===== src/rtl/lsu_access.sv =====
`timescale 1ns/1ps
// ----------------------------------------------------------------------------
// lsu_access
//   Load/store access unit of the RV64 core. Accepts one decoded memory access
//   at a time, issues a single aligned doubleword request on the data-memory
//   port, then hands sign/zero-extended load data (or a status-only result
//   for stores, errors and no-ops) to writeback over a valid/ready handshake.
//
// Parameters
//   RESP_TIMEOUT  cycles to wait for dmem_gnt / dmem_rvalid before aborting
//                 with out_err (1..255, counter is 8 bits)
//
// Ports
//   clk, rst_n                 clock, asynchronous active-low reset
//   in_valid / in_ready        request handshake (in_ready only in IDLE)
//   mem_read, mem_write        access kind from the decoder
//   load_type, store_type      width/sign encodings from the decoder
//   addr, wdata                effective byte address, LSB-justified store data
//   out_valid / out_ready      result handshake
//   out_rdata                  extended load data, 0 for anything else
//   out_misalign, out_err      mutually exclusive status flags
//   dmem_req/we/addr/wdata/wmask  data-memory request, held until dmem_gnt
//   dmem_gnt, dmem_rvalid, dmem_rdata  data-memory handshake and read data
// ----------------------------------------------------------------------------
module lsu_access #(
    parameter int unsigned RESP_TIMEOUT = 255
) (
    input  logic        clk,
    input  logic        rst_n,
    input  logic        in_valid,
    output logic        in_ready,
    input  logic        mem_read,
    input  logic        mem_write,
    input  logic [2:0]  load_type,
    input  logic [2:0]  store_type,
    input  logic [63:0] addr,
    input  logic [63:0] wdata,
    output logic        out_valid,
    input  logic        out_ready,
    output logic [63:0] out_rdata,
    output logic        out_misalign,
    output logic        out_err,
    output logic        dmem_req,
    output logic        dmem_we,
    output logic [63:0] dmem_addr,
    output logic [63:0] dmem_wdata,
    output logic [7:0]  dmem_wmask,
    input  logic        dmem_gnt,
    input  logic        dmem_rvalid,
    input  logic [63:0] dmem_rdata
);

    localparam logic [2:0] LT_LB  = 3'b001;
    localparam logic [2:0] LT_LH  = 3'b010;
    localparam logic [2:0] LT_LW  = 3'b011;
    localparam logic [2:0] LT_LD  = 3'b100;
    localparam logic [2:0] LT_LBU = 3'b101;
    localparam logic [2:0] LT_LHU = 3'b110;
    localparam logic [2:0] LT_LWU = 3'b111;

    // Last count value before the wait is abandoned.
    localparam logic [7:0] TMO_LAST = 8'(RESP_TIMEOUT - 1);

    typedef enum logic [1:0] {
        S_IDLE,
        S_REQ,
        S_RESP,
        S_DONE
    } state_t;

    state_t      state;
    state_t      state_d;
    logic [7:0]  tmo_cnt;
    logic        is_load_q;
    logic [2:0]  ltype_q;
    logic [2:0]  sh_q;

    logic        acc_illegal;
    logic        acc_misalign;
    logic [1:0]  acc_size;      // log2 of access width in bytes
    logic [7:0]  base_mask;
    logic        timeout_hit;
    logic [63:0] rd_shifted;
    logic [63:0] load_ext;

    // Handshake and request strobes come straight from the state register so
    // that an asynchronous reset drops dmem_req in the same cycle.
    assign in_ready    = (state == S_IDLE);
    assign out_valid   = (state == S_DONE);
    assign dmem_req    = (state == S_REQ);
    assign timeout_hit = (tmo_cnt == TMO_LAST);

    // ------------------------------------------------------------------
    // Decode of the incoming request
    // ------------------------------------------------------------------
    // NOTE: every output of a combinational block gets a default at the top,
    // so no path leaves a value unassigned and no latch is inferred.
    always_comb begin
        acc_illegal  = 1'b0;
        acc_size     = 2'd0;
        acc_misalign = 1'b0;
        if (mem_read && mem_write) begin
            acc_illegal = 1'b1;
        end else if (mem_read) begin
            acc_illegal = (load_type == 3'b000);
            // 001/101 -> byte, 010/110 -> half, 011/111 -> word, 100 -> double
            acc_size    = (load_type == LT_LD) ? 2'd3 : (load_type[1:0] - 2'd1);
        end else if (mem_write) begin
            // Only 100..111 are store encodings; anything else is illegal.
            acc_illegal = !store_type[2];
            acc_size    = store_type[1:0];
        end

        case (acc_size)
            2'd1:    acc_misalign = addr[0];
            2'd2:    acc_misalign = |addr[1:0];
            2'd3:    acc_misalign = |addr[2:0];
            default: acc_misalign = 1'b0;
        endcase

        case (acc_size)
            2'd0:    base_mask = 8'h01;
            2'd1:    base_mask = 8'h03;
            2'd2:    base_mask = 8'h0F;
            default: base_mask = 8'hFF;
        endcase
    end

    // ------------------------------------------------------------------
    // Load data extraction from the aligned doubleword
    // ------------------------------------------------------------------
    always_comb begin
        rd_shifted = dmem_rdata >> {sh_q, 3'b000};
        case (ltype_q)
            LT_LB:   load_ext = {{56{rd_shifted[7]}},  rd_shifted[7:0]};
            LT_LH:   load_ext = {{48{rd_shifted[15]}}, rd_shifted[15:0]};
            LT_LW:   load_ext = {{32{rd_shifted[31]}}, rd_shifted[31:0]};
            LT_LD:   load_ext = rd_shifted;
            LT_LBU:  load_ext = {56'd0, rd_shifted[7:0]};
            LT_LHU:  load_ext = {48'd0, rd_shifted[15:0]};
            LT_LWU:  load_ext = {32'd0, rd_shifted[31:0]};
            default: load_ext = '0;
        endcase
    end

    // ------------------------------------------------------------------
    // Next-state logic
    // ------------------------------------------------------------------
    always_comb begin
        state_d = state;
        case (state)
            S_IDLE: begin
                if (in_valid) begin
                    // Errors, no-ops and misaligned accesses never touch memory.
                    if (acc_illegal || !(mem_read || mem_write) || acc_misalign)
                        state_d = S_DONE;
                    else
                        state_d = S_REQ;
                end
            end
            S_REQ: begin
                if (dmem_gnt)
                    state_d = is_load_q ? S_RESP : S_DONE;
                else if (timeout_hit)
                    state_d = S_DONE;
            end
            S_RESP: begin
                if (dmem_rvalid || timeout_hit)
                    state_d = S_DONE;
            end
            S_DONE: begin
                if (out_ready)
                    state_d = S_IDLE;
            end
            default: state_d = S_IDLE;
        endcase
    end

    // ------------------------------------------------------------------
    // State, request and result registers
    // ------------------------------------------------------------------
    // NOTE: sequential state is written with non-blocking assignments only, so
    // every register samples the pre-edge value of every other register.
    always_ff @(posedge clk or negedge rst_n) begin
        if (!rst_n) begin
            state        <= S_IDLE;
            tmo_cnt      <= '0;
            is_load_q    <= 1'b0;
            ltype_q      <= '0;
            sh_q         <= '0;
            out_rdata    <= '0;
            out_misalign <= 1'b0;
            out_err      <= 1'b0;
            dmem_we      <= 1'b0;
            dmem_addr    <= '0;
            dmem_wdata   <= '0;
            dmem_wmask   <= '0;
        end else begin
            state <= state_d;
            case (state)
                S_IDLE: begin
                    if (in_valid) begin
                        is_load_q    <= mem_read && !mem_write;
                        ltype_q      <= load_type;
                        sh_q         <= addr[2:0];
                        out_rdata    <= '0;
                        out_err      <= acc_illegal;
                        out_misalign <= !acc_illegal && acc_misalign;
                        tmo_cnt      <= '0;
                        dmem_addr    <= {addr[63:3], 3'b000};
                        dmem_we      <= mem_write && !mem_read;
                        dmem_wdata   <= mem_write ? (wdata << {addr[2:0], 3'b000}) : '0;
                        dmem_wmask   <= mem_write ? (base_mask << addr[2:0]) : '0;
                    end
                end
                S_REQ: begin
                    if (dmem_gnt) begin
                        tmo_cnt <= '0;          // fresh budget for the response
                    end else begin
                        tmo_cnt <= tmo_cnt + 8'd1;
                        if (timeout_hit)
                            out_err <= 1'b1;
                    end
                end
                S_RESP: begin
                    if (dmem_rvalid) begin
                        out_rdata <= load_ext;
                    end else begin
                        tmo_cnt <= tmo_cnt + 8'd1;
                        if (timeout_hit)
                            out_err <= 1'b1;
                    end
                end
                default: ;
            endcase
        end
    end

endmodule


===== config.mk =====
export PLATFORM = sky130hd
export DESIGN_NAME = lsu_access
export DESIGN_NICKNAME = d
export VERILOG_FILES = /design/src/rtl/lsu_access.sv
export SDC_FILE = /design/constraint.sdc
export NUM_CORES = 1
export LEC_CHECK = 0
export BUFFER_PORTS_ARGS = -buffer_cell sky130_fd_sc_hd__clkbuf_2
export CAP_MARGIN = 20
export CORE_AREA = 5 5 157 159
export DETAILED_ROUTE_END_ITERATION = 10
export DIE_AREA = 0 0 162 164
export GPL_TIMING_DRIVEN = 0
export MAX_ROUTING_LAYER = met4
export PLACE_DENSITY = 0.87
export SETUP_SLACK_MARGIN = 0.2
export SLEW_MARGIN = 10
export SYNTH_ARGS = -nofsm -noshare
export SYNTH_HDL_FRONTEND = slang
export SYNTH_SLANG_ARGS = --single-unit
export TNS_END_PERCENT = 10

===== constraint.sdc =====
create_clock -name clk -period 5.4 [get_ports clk]
set_clock_uncertainty 0.2 [all_clocks]
set_input_delay 0.54 -clock clk [delete_from_list [all_inputs] [get_ports clk]]
set_output_delay 0.54 -clock clk [all_outputs]
set_load 0.01 [all_outputs]

==> impl_results.md, run 1 <==
* Status: completed
* Max stage delay cell, worst path: clkbuf_1
* Share of cells above drive strength 1 at 38.7%
* Multiplexer share of the synthesized area at 19.4%
* CTS root buf: clkbuf_16
* Avg Synthesized Cell Area at 10.7 um2
* Critical path startpoint: state[0]
* Setup TNS at 0 ps
* Top_reg_cell synth: dfrtp_1
* Max incr delay on CP at 590 ps
* CTS tree: built
* # IOs at 412
* Initial core utilization at 50.8%
* Buffers on Ports at 408
* Slew @ Worst Pin at 1080 ps
* Cts bufs inserted at 24
* Setup Viol. Count Final at 0
* Mapped Cells at 1092
* WP data arrival at 3590 ps
* Number of synthesized flops with an enable pin at 0
* Crit path buffers/inverters at 5
* VDD IR-drop max at 0.339 mV
* Most frequent CP cell: clkbuf_1
* Fin worst setup slack at 2020 ps
* Finished Core Util at 65.3%
* Initial antenna violation count at 2
* Placer Congestion at 1.15
* Pin count of the biggest net entering global routing at 104
* Leakage at 7.37 nW
* Vias per cell at 6.22
* Synth Area in Simple Gates at 9.27%
* Row Count at 56
* Post-Synth Adder-Cell Area at 0.746%
* Grt total ovfl at 0
* Die height at 164 um
* Fin. max-slew vios at 0
* #FFs+latches synth at 217
* Post-Place Cell Area at 14200 um2
* Worst Setup EP: dmem_wdata[13]
* H-tree level count at 1
* Die width at 162 um
* Post-synthesis sequential area ratio at 46.3%
* Main combinational cell family by area after synthesis: compound AO/OA/AOI/OAI gates
* Fin crit period at 3380 ps
* Bufs on Longest Clock Path at 3
* Commonest non-fill, non-tap cell in the layout: clkbuf_2
* Gr usage total at 35.0%
* Wire length of the first global-routing pass at 69.5 mm
* Mapped Area at 11700 um2
* DRC at 0
* Crit path cell chain: inv_1 > ha_1 > clkbuf_1 > nand2_1 > clkbuf_1 > clkbuf_1 > clkbuf_1 > nand2_1 > o21ai_0
* Async set or reset register ratio after synthesis at 100%
* RR Endpoint: dmem_wdata[13]
* Clk_lat worst skew at 520 ps
* Worst Setup Start Kind: flip-flop
* WS Path Type: reg2reg
* CP Max Fanout at 10
* Wire per inst at 25.1 um
* ANT nets after route at 0
* Core Box Area at 23100 um2
* DRT Pass-1 Iters at 5
* Commonest non-fill, non-tap cells in the layout: clkbuf_2 (407), dfrtp_1 (217), nand2_1 (116), mux2i_1 (100), mux2_2 (90)
* Final Hold Vio Count at 0
* Final WL at 46.2 mm
* R2r setup slk at 2020 ps
* Worst hold slack at 50.9 ps
* Crit-path leading delay family: buffers and inverters
* Relative slew slack at 27.9%
* Setup crit end kind: flip-flop
* Pre-CTS WS at 2080 ps
* DPL Wire Length at 35.9 mm
* Min-delay worst type: in2reg
* Fin crit share at 62.6%
* Via count at 11500
* Finished Cell Area at 15100 um2
* Initial DRC count at 1001
* Synth Area in Compound Gates at 20.8%
* Worst-path clk slew at 60 ps
* Clock Sinks at 217
* Die area at 26600 um2
* R2R cell count at 9
* Syn. warnings at 0
* Number of global-route vias before repair at 11800
* Instance count on the critical path at 9
* Pwr Density at 547 nW/um2
* Layout area overhead at 28.6%
* RSZ-0062 raised after global routing: false
* Post-Synth XOR/XNOR Area at 0%
* Worst r2r src: state[0]
* Fmax achieved at 296 MHz
* Max-cap violations at 0
* Number of setup buffers added after CTS at 0
* Synth cell types at 57
* Nets at 1745
* CP Data Required Time at 5610 ps
per-stage QoR:
step                instances  total power [W]
floorplan                1094          0.00482
global placement         1792          0.00632
detailed placement       1795          0.00642
CTS                      1840          0.00821
global route             1842          0.00866
finish                   1842          0.00825
layer usage:
metal  global-route usage (%)  share of wire [%]  vias to the layer above
met5                        -                  0                        -
met3                     9.16                 11                      197
met1                     40.6                 36                     5537
met2                     56.8                 48                      787
li1                         -                  -                     4940
met4                     17.5                6.0                        0
how the worst min path moves through the flow:
stage / slack, ps / depth (start not counted) / start / to
final: 50 / 2 / addr[9] / dmem_addr[9]
after global routing: 40 / 2 / addr[13] / dmem_addr[13]
after CTS: 30 / 2 / addr[62] / dmem_addr[62]
after detailed placement: 270 / 1 / dmem_wmask[0] / dmem_wmask[0]
after global placement: 260 / 2 / out_rdata[3] / out_rdata[3]
after floorplan: 40 / 0 / rst_n / dmem_addr[10]
cells by family after synthesis:
| logic type | Yosys count |
|---|---|
| flops | 217 |
| simple gates | 241 |
| compound gates | 326 |
| mux | 204 |
| buf+inv | 96 |
| fa+ha+maj | 7 |
| other cells | 1 |
state kept, by name, summed over array words and instances, names as in the netlist, 2 cells and up:
signal / flops
dmem_wdata: 64
state: 2
tmo_cnt: 8
out_rdata: 64
sh_q: 3
ltype_q: 3
dmem_addr: 61
dmem_wmask: 8
power breakdown:
part	internal (W)	leakage, nW	switching (W)
clock	0.00110	0.425	0.000677
sequential	0.00222	2.83	0.000430
combinational	0.00149	4.11	0.00234
cells in the mapped netlist, types with 30 or more instances:
cell type / instances / area share [%]
a211oi_1: 32 / 2.0
dfrtp_1: 217 / 46
a21oi_1: 41 / 1.7
a22oi_2: 30 / 3.2
o21ai_0: 86 / 3.7
nand2_1: 116 / 3.7
a221o_1: 32 / 2.7
mux2i_1: 100 / 8.5
clkbuf_1: 65 / 2.1
nor2_1: 51 / 1.6
a22o_1: 30 / 2.2
mux2_2: 90 / 8.6
worst reg2reg max path: stages (launching register included):
cell      delay, ps
dfrtp_1         410
inv_1           110
ha_1            240
clkbuf_1        220
nand2_1         280
clkbuf_1        400
clkbuf_1        590
clkbuf_1        550
nand2_1         150
o21ai_0         130
final cells by class:
| type | count | area [um2] |
|---|---|---|
| fill | 1870 | 8030 |
| multi-input combinational | 781 | 5910 |
| sequential | 217 | 5430 |
| timing repair buffer | 412 | 2120 |
| clock buffer | 37 | 751 |
| buffer | 86 | 372 |
| tap | 290 | 363 |
| clock inverter | 7 | 113 |
| inverter | 10 | 37.5 |
| antenna | 2 | 5.00 |
what timing repair did:
item	CTS	global route
gates resized for setup	0	0
hold buffers	1	0
hold endpoints to repair	53	0
Power figures use the tool's default switching activity.
==> run 2, diff against run 1 <==
--- a/config.mk
+++ b/config.mk
@@ -7,12 +7,12 @@
 export LEC_CHECK = 0
 export BUFFER_PORTS_ARGS = -buffer_cell sky130_fd_sc_hd__clkbuf_2
 export CAP_MARGIN = 20
-export CORE_AREA = 5 5 157 159
+export CORE_MARGIN = 5
+export CORE_UTILIZATION = 51
 export DETAILED_ROUTE_END_ITERATION = 10
-export DIE_AREA = 0 0 162 164
 export GPL_TIMING_DRIVEN = 0
 export MAX_ROUTING_LAYER = met4
-export PLACE_DENSITY = 0.87
+export PLACE_DENSITY = 0.86
 export SETUP_SLACK_MARGIN = 0.2
 export SLEW_MARGIN = 10
 export SYNTH_ARGS = -nofsm -noshare
==> constraint.sdc (replaced) <==
create_clock -name clk -period 3.2 [get_ports clk]
set_clock_uncertainty 0.2 [all_clocks]
set_input_delay 0.32 -clock clk [delete_from_list [all_inputs] [get_ports clk]]
set_output_delay 0.32 -clock clk [all_outputs]
set_load 0.01 [all_outputs]
==> run 2 against run 1 <==
  * Non-clock buffer count is 84 higher
  * Worst setup slack worse by 1800 ps
  * Die area is 1.6% lower
  * Core utilization is 4.6 points higher
  * Sequential share of layout area is 1.7 points lower
  * Total power is 67% higher
  * Sequential cell count stayed put
  * Critical path depth is 3 lower
  * Sequential power is 69% higher
  * Fmax is 13% higher
  * First-iteration DRC count is 12% higher
  * Critical path type unchanged
  * Critical endpoint is now dmem_wdata[0]
  * Largest cell class unchanged
  * Highest routed layer unchanged
==> impl_results.md, run 2 (same netlist as run 1, synthesis figures left out) <==
* VDD IR-drop max at 0.558 mV
* Max incr delay on CP at 960 ps
* ANT nets after route at 0
* Final WL at 46.9 mm
* Share of cells above drive strength 1 at 37.4%
* Commonest non-fill, non-tap cell in the layout: clkbuf_2
* Die area at 26100 um2
* Clock Sinks at 217
* Layout area overhead at 34.9%
* Initial antenna violation count at 2
* Vias per cell at 6.14
* Grt total ovfl at 0
* Gr usage total at 35.6%
* Top flop regs: dmem_wdata x64, out_rdata x64, dmem_addr x61
* Buffers on Ports at 408
* Post-Place Cell Area at 14200 um2
* Final Hold Vio Count at 0
* Wire per inst at 24.4 um
* WP data arrival at 3240 ps
* Setup crit end kind: flip-flop
* Setup TNS at 0 ps
* Placer Congestion at 1.01
* RSZ-0062 raised after global routing: true
* Max-cap violations at 0
* Relative slew slack at 28.7%
* Pwr Density at 872 nW/um2
* Fill cells at 1701
* Placed instance count at 1789
* # IOs at 412
* DPL Wire Length at 34.5 mm
* Crit-path leading delay family: simple AND/OR/NAND/NOR gates
* Initial core utilization at 51.8%
* Nets at 1830
* WS Path Type: reg2reg
* Commonest non-fill, non-tap cells in the layout: clkbuf_2 (415), dfrtp_1 (217), nand2_1 (116), mux2i_1 (100), mux2_2 (90)
* Min-delay worst type: in2reg
* Pre-CTS WS at -121 ps
* Crit path buffers/inverters at 2
* Leakage at 7.69 nW
* Clk_lat worst skew at 520 ps
* Fin worst setup slack at 210 ps
* Cts bufs inserted at 25
* Die height at 162 um
* Setup Viol. Count Final at 0
* Bufs on Longest Clock Path at 3
* Initial DRC count at 1122
* Via count at 11800
* Finished Cell Area at 15800 um2
* Pin count of the biggest net entering global routing at 87
* Number of global-route vias before repair at 12500
* Fmax achieved at 334 MHz
* Crit path cell chain: inv_1 > ha_1 > buf_1 > nand4b_1 > nor3_1 > a22o_1
* Die width at 162 um
* CP Data Required Time at 3450 ps
* H-tree level count at 1
* Slew @ Worst Pin at 1060 ps
* DRC at 0
* Final std cells w/o fill at 1919
* Status: completed
* Worst-path clk slew at 60 ps
* Worst Setup Start Kind: flip-flop
* CTS root buf: clkbuf_16
* DRT Pass-1 Iters at 5
* Finished Core Util at 69.9%
* Fin crit period at 2990 ps
* Fin. max-slew vios at 0
* Max stage delay cell, worst path: nor3_1
* Core Box Area at 22600 um2
* Fin crit share at 93.4%
* CP Max Fanout at 9
* Row Count at 55
* CTS tree: built
* Wire length of the first global-routing pass at 71.2 mm
==> run 2: changes by cell type in the layout (fill, tap and decap cells not counted), sizes merged <==
cell,previous run,this run
clkinvlp,1,0
dlygate4sd3,1,81
buf,24,29
bufinv,3,0
clkinv,3,7
clkbuf,510,507
==> run 2: worst paths after layout <==
| kind | from | endpoint | slack, ps | cells after the start |
|---|---|---|---|---|
| min in group asynchronous | rst_n | dmem_addr[3] | 100 | 2 |
| max in group asynchronous | rst_n | dmem_addr[35] | 1510 | 4 |
| worst max register to register | state[0] | dmem_wdata[0] | 210 | 6 |
| worst min-delay path | dmem_rdata[60] | out_rdata[60] | 30 | 3 |
| worst min register to register | tmo_cnt[7] | tmo_cnt[7] | 280 | 1 |
| worst max-delay path | state[0] | dmem_wdata[0] | 210 | 6 |
==> run 2: tightest hold or removal path, stage by stage <==
cell	delay [ps]
clkbuf_2	150
a21boi_0	120
a22oi_2	110
==> run 2: what timing repair did <==
action                                 in CTS  in global routing
hold buffers                               81                  0
endpoints found under the hold margin     136                  0
setup buffers                               0                  5
pin swaps                                   0                  2
resized for setup                           4                 12
setup endpoints to repair                  62                128
cloned                                      0                  0
==> run 2: layout make-up <==
| cell class | instances | area (um2) | share of cell area, % |
|---|---|---|---|
| multi-input cells | 781 | 5920 | 37.4 |
| flip-flops and latches | 217 | 5430 | 34.3 |
| repair buffers | 496 | 2950 | 18.7 |
| clock buffers | 35 | 713 | 4.51 |
| plain buffers | 86 | 382 | 2.41 |
| well taps | 285 | 357 | 2.25 |
| inverters | 10 | 37.5 | 0.237 |
| clock inverters | 7 | 35.0 | 0.221 |
| diodes | 2 | 5.00 | 0.0316 |
==> run 2: power by group <==
| part | internal [W] | switching [W] | total [W] | leakage (nW) |
|---|---|---|---|---|
| Combinational | 0.00263 | 0.00402 | 0.00665 | 4.48 |
| Sequential | 0.00375 | 0.000726 | 0.00447 | 2.83 |
| Clock | 0.00154 | 0.00114 | 0.00268 | 0.377 |
==> run 2: metal layers <==
metal  GRT usage [%]  up-vias  part of all wire (%)
li1                -     5103                     -
met1            41.0     5702                    36
met2            59.3      791                    48
met3            9.24      195                    10
met4            15.5        0                   5.7
met5               -        -                     0
==> run 2: stage by stage <==
step           hold slack (ps)  total power, W
2_1_floorplan             -176         0.00813
3_3_place_gp               261          0.0106
3_5_place_dp               100          0.0108
4_1_cts                   6.18          0.0136
5_1_grt                   43.1          0.0145
6_report                  30.4          0.0138
